<file path="src/rtl/arp_send.sv">
// ARP frame builder: answers requests addressed to us, records resolved peers,
// and emits locally triggered requests as a 32-bit word stream with handshake.
module arp_send #(
    parameter int FRAME_WORDS = 16
) (
    input  logic        clk,
    input  logic        rst_n,
    input  logic [47:0] i_self_mac,
    input  logic [31:0] i_self_ip,
    input  logic [1:0]  i_arp_operation,
    input  logic [47:0] i_arp_target_mac,
    input  logic [31:0] i_arp_target_ip,
    input  logic        i_req,
    input  logic [31:0] i_req_ip,
    output logic [31:0] o_data,
    output logic        o_vld,
    input  logic        i_rdy,
    output logic        o_sop,
    output logic        o_eop,
    output logic        o_busy,
    output logic [47:0] o_peer_mac,
    output logic [31:0] o_peer_ip,
    output logic        o_peer_vld,
    output logic [7:0]  o_drop_cnt
);

    localparam int WW = (FRAME_WORDS > 1) ? $clog2(FRAME_WORDS) : 1;
    localparam logic [WW-1:0] LAST_W = WW'(FRAME_WORDS - 1);

    typedef enum logic [0:0] {
        IDLE = 1'b0,
        SEND = 1'b1
    } state_t;

    state_t        state_r;
    logic [WW-1:0] w_r;
    logic [WW-1:0] nxt_w_s;

    logic          reply_pend_r;
    logic          req_pend_r;
    logic [47:0]   reply_mac_r;
    logic [31:0]   reply_ip_r;
    logic [31:0]   req_ip_r;

    logic          start_s;
    logic          take_reply_s;
    logic          take_req_s;
    logic [47:0]   da_s;
    logic [47:0]   tha_s;
    logic [15:0]   op_s;
    logic [31:0]   tpa_s;

    logic [47:0]   da_r;
    logic [47:0]   sa_r;
    logic [47:0]   tha_r;
    logic [15:0]   op_r;
    logic [31:0]   spa_r;
    logic [31:0]   tpa_r;

    // SA doubles as SHA: an ARP sender always advertises its own MAC.
    function automatic logic [31:0] frame_word(
        input logic [6:0]  idx,
        input logic [47:0] da,
        input logic [47:0] sa,
        input logic [15:0] op,
        input logic [31:0] spa,
        input logic [47:0] tha,
        input logic [31:0] tpa
    );
        logic [31:0] word;
        case (idx)
            7'd0:    word = {16'h0000, da[47:32]};
            7'd1:    word = da[31:0];
            7'd2:    word = sa[47:16];
            7'd3:    word = {sa[15:0], 16'h0806};
            7'd4:    word = {16'h0001, 16'h0800};
            7'd5:    word = {8'h06, 8'h04, op};
            7'd6:    word = sa[47:16];
            7'd7:    word = {sa[15:0], spa[31:16]};
            7'd8:    word = {spa[15:0], tha[47:32]};
            7'd9:    word = tha[31:0];
            7'd10:   word = tpa;
            default: word = 32'h0000_0000;
        endcase
        return word;
    endfunction

    // Frame selection at IDLE exit: reply wins over request.
    always_comb begin
        start_s      = (state_r == IDLE) && (reply_pend_r || req_pend_r);
        take_reply_s = start_s && reply_pend_r;
        take_req_s   = start_s && !reply_pend_r;
        nxt_w_s      = w_r + WW'(1);
        if (reply_pend_r) begin
            da_s  = reply_mac_r;
            op_s  = 16'h0002;
            tha_s = reply_mac_r;
            tpa_s = reply_ip_r;
        end else begin
            da_s  = 48'hFFFF_FFFF_FFFF;
            op_s  = 16'h0001;
            tha_s = 48'h0000_0000_0000;
            tpa_s = req_ip_r;
        end
    end

    // One-deep trigger latches and the saturating drop counter.
    always_ff @(posedge clk or negedge rst_n) begin
        if (!rst_n) begin
            reply_pend_r <= 1'b0;
            reply_mac_r  <= 48'h0;
            reply_ip_r   <= 32'h0;
            req_pend_r   <= 1'b0;
            req_ip_r     <= 32'h0;
            o_drop_cnt   <= 8'h00;
        end else begin
            if (i_arp_operation == 2'd1) begin
                if (reply_pend_r && !take_reply_s) begin
                    if (o_drop_cnt != 8'hFF) begin
                        o_drop_cnt <= o_drop_cnt + 8'd1;
                    end else begin
                        o_drop_cnt <= o_drop_cnt;
                    end
                end else begin
                    reply_pend_r <= 1'b1;
                    reply_mac_r  <= i_arp_target_mac;
                    reply_ip_r   <= i_arp_target_ip;
                end
            end else if (take_reply_s) begin
                reply_pend_r <= 1'b0;
            end else begin
                reply_pend_r <= reply_pend_r;
            end

            if (i_req) begin
                req_pend_r <= 1'b1;
                req_ip_r   <= i_req_ip;
            end else if (take_req_s) begin
                req_pend_r <= 1'b0;
            end else begin
                req_pend_r <= req_pend_r;
            end
        end
    end

    // Resolved peer, updated from incoming replies regardless of FSM state.
    always_ff @(posedge clk or negedge rst_n) begin
        if (!rst_n) begin
            o_peer_mac <= 48'h0;
            o_peer_ip  <= 32'h0;
            o_peer_vld <= 1'b0;
        end else if (i_arp_operation == 2'd2) begin
            o_peer_mac <= i_arp_target_mac;
            o_peer_ip  <= i_arp_target_ip;
            o_peer_vld <= 1'b1;
        end else begin
            o_peer_vld <= o_peer_vld;
        end
    end

    // Frame FSM; word 0 is computed from live fields because the snapshot
    // registers only load on the same edge.
    always_ff @(posedge clk or negedge rst_n) begin
        if (!rst_n) begin
            state_r <= IDLE;
            w_r     <= '0;
            o_data  <= 32'h0;
            o_vld   <= 1'b0;
            o_sop   <= 1'b0;
            o_eop   <= 1'b0;
            o_busy  <= 1'b0;
            da_r    <= 48'h0;
            sa_r    <= 48'h0;
            tha_r   <= 48'h0;
            op_r    <= 16'h0;
            spa_r   <= 32'h0;
            tpa_r   <= 32'h0;
        end else begin
            case (state_r)
                IDLE: begin
                    if (start_s) begin
                        state_r <= SEND;
                        w_r     <= '0;
                        da_r    <= da_s;
                        sa_r    <= i_self_mac;
                        tha_r   <= tha_s;
                        op_r    <= op_s;
                        spa_r   <= i_self_ip;
                        tpa_r   <= tpa_s;
                        o_data  <= frame_word(7'd0, da_s, i_self_mac, op_s,
                                              i_self_ip, tha_s, tpa_s);
                        o_vld   <= 1'b1;
                        o_sop   <= 1'b1;
                        o_eop   <= 1'b0;
                        o_busy  <= 1'b1;
                    end else begin
                        o_vld   <= 1'b0;
                        o_sop   <= 1'b0;
                        o_eop   <= 1'b0;
                        o_busy  <= 1'b0;
                    end
                end
                SEND: begin
                    if (o_vld && i_rdy) begin
                        if (w_r == LAST_W) begin
                            state_r <= IDLE;
                            o_data  <= 32'h0;
                            o_vld   <= 1'b0;
                            o_sop   <= 1'b0;
                            o_eop   <= 1'b0;
                            o_busy  <= 1'b0;
                        end else begin
                            w_r     <= nxt_w_s;
                            o_data  <= frame_word(7'(nxt_w_s), da_r, sa_r, op_r,
                                                  spa_r, tha_r, tpa_r);
                            o_sop   <= 1'b0;
                            o_eop   <= (nxt_w_s == LAST_W);
                        end
                    end else begin
                        o_vld   <= o_vld;
                    end
                end
                default: begin
                    state_r <= IDLE;
                    o_vld   <= 1'b0;
                    o_busy  <= 1'b0;
                end
            endcase
        end
    end

endmodule

</file>
<file path="config.mk">
export PLATFORM = sky130hd
export DESIGN_NAME = arp_send
export DESIGN_NICKNAME = d
export VERILOG_FILES = /design/src/rtl/arp_send.sv
export SDC_FILE = /design/constraint.sdc
export NUM_CORES = 1
export LEC_CHECK = 0
export CAP_MARGIN = 25
export CELL_PAD_IN_SITES_DETAIL_PLACEMENT = 0
export CELL_PAD_IN_SITES_GLOBAL_PLACEMENT = 2
export CORE_MARGIN = 10
export CORE_UTILIZATION = 35
export CTS_CLUSTER_SIZE = 25
export DETAILED_ROUTE_END_ITERATION = 8
export PLACE_DENSITY_LB_ADDON = 0.1
export SYNTH_ARGS = -nofsm -noshare
export SYNTH_HDL_FRONTEND = slang
export SYNTH_SLANG_ARGS = --single-unit
</file>
<file path="constraint.sdc">
create_clock -name clk -period 2.9 [get_ports clk]
set_clock_uncertainty 0.2 [all_clocks]
set_input_delay 0.58 -clock clk [delete_from_list [all_inputs] [get_ports clk]]
set_output_delay 0.58 -clock clk [all_outputs]
set_load 0.05 [all_outputs]
</file>
======== Word-level counts from Yosys, hierarchy flattened ========
Cells that the tools add are included.
storage, ports and cells
  RAM bits ................................ 0
  input bits .............................. 198
  bits in latches ......................... 0
  memory bits (read-only) ................. 0
  register bits ........................... 467
  logic and storage cells ................. 94
  memories ................................ 0
cells by class
  divide/modulo/power cells ............... 0
  add/sub/neg operators ................... 2
  reduce and logical (&&, ||, !) cells .... 19
  shifts and indexed selects .............. 0
  equal/unequal tests ..................... 20
  order comparisons ....................... 0
  bitwise logic cells ..................... 2
  multiplexer cells ....................... 30
  multipliers ............................. 0
operators by type and width
  kind                                                   number
  one-hot mux 32 bit (10 select lines)                   1
  two-way mux 32 bit                                     4
  two-way mux 48 bit                                     2
  one-hot mux 32 bit (2 select lines)                    1
  == test 4 bit, second input constant                   5
  == test 4 x 3 -> 1 bit, second input constant          4
  two-way mux 1 bit                                      13
  two-way mux 4 bit                                      3
  AND reduction 2 bit                                    5
  adder 8 x 1 -> 8 bit, second input constant            1
  == test 4 x 2 -> 1 bit, second input constant          2
  inequality test 8 bit, second input constant           1
  one-hot mux 1 bit (2 select lines)                     4
  one-hot mux 4 bit (2 select lines)                     1
  inequality test 2 bit, second input constant           3
  AND reduction 3 bit                                    2
  logical AND 1 bit                                      5
  adder 4 x 1 -> 4 bit, second input constant            1
  == test 4 x 1 -> 1 bit, second input constant          1
  zero test 4 bit                                        1
  inequality test 2 x 1 -> 1 bit, second input constant  2
  nonzero test 2 bit                                     2
  == test 2 x 1 -> 1 bit, second input constant          1
  == test 2 bit, second input constant                   1
  5 further kinds                                        7

======== Depth between registers and ports, before layout ========
  depth after elaboration ................. 7
  mapped depth ............................ 11
  gate-level depth less buffers ........... 8

======== Worst setup path before layout ========
Ideal clock, no wire load.
  path kind ............................... reg2reg
  start point ............................. reg w_r[0]
  end point ............................... reg o_data[21]
  clock period less this slack ............ 2,484 ps
  cell stages (with the launch flop) ...... 12
  data required time ...................... 2,582 ps
  library setup time ...................... 118 ps
  data arrival time ....................... 2,166 ps
  setup slack ............................. 416 ps
  cell sequence ........................... dfrtp_1 -> ha_1 -> and2_1 -> buf_6 -> a21o_1 -> buf_6 -> a32o_1 -> buf_2 -> buf_2 -> a22oi_1 -> a31oi_1 -> a21o_1
on the way
  cells in the longest elaborated chain, start to end .. 7
  elaborated cells on any way between the ends .. 18
  classes of those cells .................. add/sub (1); eq/ne (11); mux (4); reduce/logical (2)
ends and longest elaborated chain
  element                                                           line  RTL
  start, declared                                                   36    logic [WW-1:0] w_r;
  start signal, assigned                                            213   w_r <= nxt_w_s;
  adder 4 x 1 -> 4 bit                                              93    nxt_w_s = w_r + WW'(1);
  == test 4 x 3 -> 1 bit or == test 4 x 2 -> 1 bit (tied branches)  71    case (idx)
  OR reduction 2 bit (no source line)                               -
  one-hot mux 32 bit (10 select lines)                              71
  two-way mux 32 bit (*)                                            205   if (w_r == LAST_W) begin
  two-way mux 32 bit (*)                                            204   if (o_vld && i_rdy) begin
  one-hot mux 32 bit (2 select lines) (*)                           179   case (state_r)
  end signal, assigned                                              190   o_data <= frame_word(7'd0, da_s, i_self_mac, op_s,
  end signal, assigned                                              214   o_data <= frame_word(7'(nxt_w_s), da_r, sa_r, op_r,
  end, declared                                                     15    output logic [31:0] o_data,
Mark *: on every way between the ends. The rest lies on a longest branch, timed or not. The select of a mux whose other input is x is not followed.
A chain may end at the register's enable or synchronous reset.

======== Worst setup path after layout ========
  start point ............................. reg w_r[1]
  end point ............................... reg o_data[12]
The elaborated chain is that of the path after synthesis.

==> results.yml <==
hold_path:
  hold_class: "reg2reg"
grt:
  grt.total_usage: 0.1967
  grt_pass1_vias: 14830
  grt-ovfl-total: 0
  antenna_found_initial: 0
  grt_first_pass_wirelength_microns: 97080
  grt_max_degree: 106
detailed_routing:
  drt_iter0_markers: 1241
  vias_per_cell: 5.219
  vias: 14530
  drt_wl_total_microns: 64230
  drtPass1Iterations: 8
  avgRoutedWirePerCell_microns: 23.07
  route.detailed.drc: 0
  ant_nets: 0
floorplan:
  initial_core_util: 0.3554
  die_w_microns: 254.4
  ios: 323
  core_area_sq_um: 54130
  row_count: 85
  die_area_sq_um: 64740
  fp.dieH_microns: 254.4
yosys:
  yosys_warnings: 0
  synth-edff-count: 0
  synth_nets: 1937
  synth_top_flop_cell: "dfrtp_1"
  async_reset_ff_frac: 1.000
  ys_seq_area_frac: 0.5893
  syn_avg_cell_area_sq_um: 11.10
  syn_inst: 1733
  ys_ff_latch: 453
  syn-cell-area_sq_um: 19240
  ys_types: 61
timing:
  setup_tns_ps: 0
  hold_viol_final: 0
  slew_viol_final: 0
  rsz0062_at_grt: "false"
  max_slew.worst_pin.slew_ps: 1011
  setup_viol: 0
  period_share: 0.9473
  fin_ws_ps: 152.8
  fmax_ghz: 0.3640
  period_needed_ps: 2747
  relSlewSlack: 0.3258
pwr:
  switching_share: 0.3748
  power_density_nw_per_um2: 1015
  p_seq_frac: 0.411
  ir_worst_vdd_uv: 518.5
  clkPwrFrac: 0.267
  p_switching_mw: 9.666
  p_leak_nw: 11.59
  pwr-share-comb: 0.321
  p_int_mw: 16.12
clock_network:
  htreeDepth: 2
  clkTransAtPathRegs_ps: 60
  clock_latency_ps: 620
  max-clock-path-buffers: 3
  cts_tree: "built"
  cts_buffers: 51
  cts_setup_buffers: 0
  cts_root_buffer: "clkbuf_16"
  numClockSinks: 453
cells_and_area:
  layout_commonest_cell: "dfrtp_1"
  fillerInstances: 5079
  fin_nets: 2253
  layout_common_cells: "dfrtp_1, nand2_1, clkdlybuf4s50_1"
  area_delta_synth_final_pct: 32.06
  register_area_sq_um: 11340
  drive_gt1_frac: 0.1759
  multiInputGateArea_sq_um: 7253
placement:
  numPortBuffers: 322
  gp_congestion: 0.8446
  pre_cts_ws_ps: 85.69
  hpwlAfterDp_microns: 46900
flow_run:
  max_cap_viol_count: 0
setup_path:
  cp-end-kind: "flop"
  critical_path_required_ps: 3220
  critPathLaunchType: "flop"
  cp_slowest_stage_delay_ps: 820
  cp_max_fo: 16
  cpLargestDelayFamily: "compound AO/OA/AOI/OAI gates"
  critPathSlowestCell: "o21ai_2"
  critPathBufInv: 0
  r2r_setup_slack_ps: 150
  crit_arrival_ps: 3070
  crit_chain: "ha_1 -> nor2_1 -> a21oi_1 -> o21ai_2 -> a222oi_1 -> and3_1 -> o211ai_1"
  worst-setup-path-type: "reg2reg"
status:
  status: "complete, no violations"
-- metal layers --
layer	vias to the layer above	share of wire	wire length (microns)	GRT usage
met5	-	0	0	0
met4	0	0.017	1098	0.04447
met3	77	0.072	4607	0.04275
met2	459	0.41	26580	0.2726
met1	7266	0.50	31940	0.3039
li1	6727	-	-	-
-- timing repair --
item                                    4_1_cts  5_1_grt
hold buffers                                  1        0
endpoints found under the hold margin        42        0
endpoints found under the setup margin        0       20
resized for setup                             0        3
-- final timing paths --
kind | start | cells after the start | endpoint
max | w_r[1] | 7 | o_data[12]
min | o_peer_vld | 1 | o_peer_vld
max reg2reg | w_r[1] | 7 | o_data[12]
min reg2reg | o_peer_vld | 1 | o_peer_vld
max in group asynchronous | rst_n | 4 | tpa_r[27]
min in group asynchronous | rst_n | 2 | sa_r[6]
-- power groups by stage --
stage                     Clock [mW]  Combinational (mW)  Sequential [mW]
after detailed placement           0                8.29             10.6
final                           6.90                8.28             10.6
after global placement             0                8.18             10.6
after CTS                       7.10                8.33             10.6
after global routing            7.37                9.01             10.8
after floorplan                    0                4.05             11.1
-- synthesized netlist by cell type, types with 2 or more instances --
library cell  number  area share
a222oi_1          25       0.013
and3_1            13      0.0042
a211o_1            2     0.00091
buf_2             22      0.0057
a221oi_1           9      0.0041
a31oi_1           44       0.014
nor2b_1            9      0.0029
xor2_1             4      0.0018
o22ai_1            2     0.00065
o21ai_0           53       0.014
a32oi_1           10      0.0046
nor3_1             4      0.0010
a22oi_1           17      0.0066
ha_1               6      0.0039
xnor2_1            4      0.0018
nor2_1            46      0.0090
a31o_2             7      0.0032
a22o_1             2     0.00091
nand2_1          426       0.083
a21oi_1           29      0.0075
a2bb2oi_1          3      0.0014
mux2i_1           32       0.017
clkbuf_1          96       0.019
o22a_1             2     0.00091
buf_4              4      0.0016
a21o_1            21      0.0082
mux2_2           194        0.11
a21boi_0           4      0.0016
buf_1              4     0.00078
o32ai_1            2     0.00091
nand3_1           34      0.0088
nand4_1           14      0.0046
o211ai_1           8      0.0031
a32o_1            25       0.013
buf_6              3      0.0018
nand2b_1           6      0.0020
o21ai_1            2     0.00052
dfrtp_1          453        0.59
and2_1             4      0.0013
inv_1             36      0.0070
o31ai_1           32       0.012
-- cells by family after synthesis --
group,count (synthesis),synth area share
simple gates,563,0.1199
xor+xnor,9,0.004488
compound gates,309,0.1162
flops,453,0.5893
mux,226,0.1302
fa+ha+maj,6,0.003902
buf+inv,167,0.03603
-- metrics by stage --
| stage | cell area (sq um) | total power [mW] | cells | hold WS [ps] | utilization |
|---|---|---|---|---|---|
| 2_1_floorplan | 19240 | 15.16 | 1733 | 84.41 | - |
| 3_3_place_gp | 23570 | 18.81 | 2689 | 250.5 | 0.4353 |
| 3_5_place_dp | 23580 | 18.92 | 2690 | 251.3 | 0.4355 |
| 4_1_cts | 25390 | 25.98 | 2782 | 269.6 | 0.4689 |
| 5_1_grt | 25400 | 27.23 | 2783 | 294.4 | 0.4693 |
| 6_report | 25410 | 25.79 | 2784 | 269.2 | 0.4693 |
-- area by class of cell --
class,count,area share
timing repair buffer,393,0.1574
antenna,1,0.00009850
sequential,453,0.4464
multi-input combinational,1113,0.2855
clock buffer,71,0.05634
clock inverter,20,0.01448
tap,696,0.03428
inverter,37,0.005467
-- flip-flops by register name, summed over array words and instances (netlist names), 2 cells and up --
signal,flops
da_r,48
o_peer_mac,48
reply_mac_r,48
sa_r,48
tha_r,48
o_data,32
o_peer_ip,32
reply_ip_r,32
req_ip_r,32
spa_r,32
tpa_r,32
o_drop_cnt,8
w_r,4
op_r,2
(Power assumes the default switching activity.)
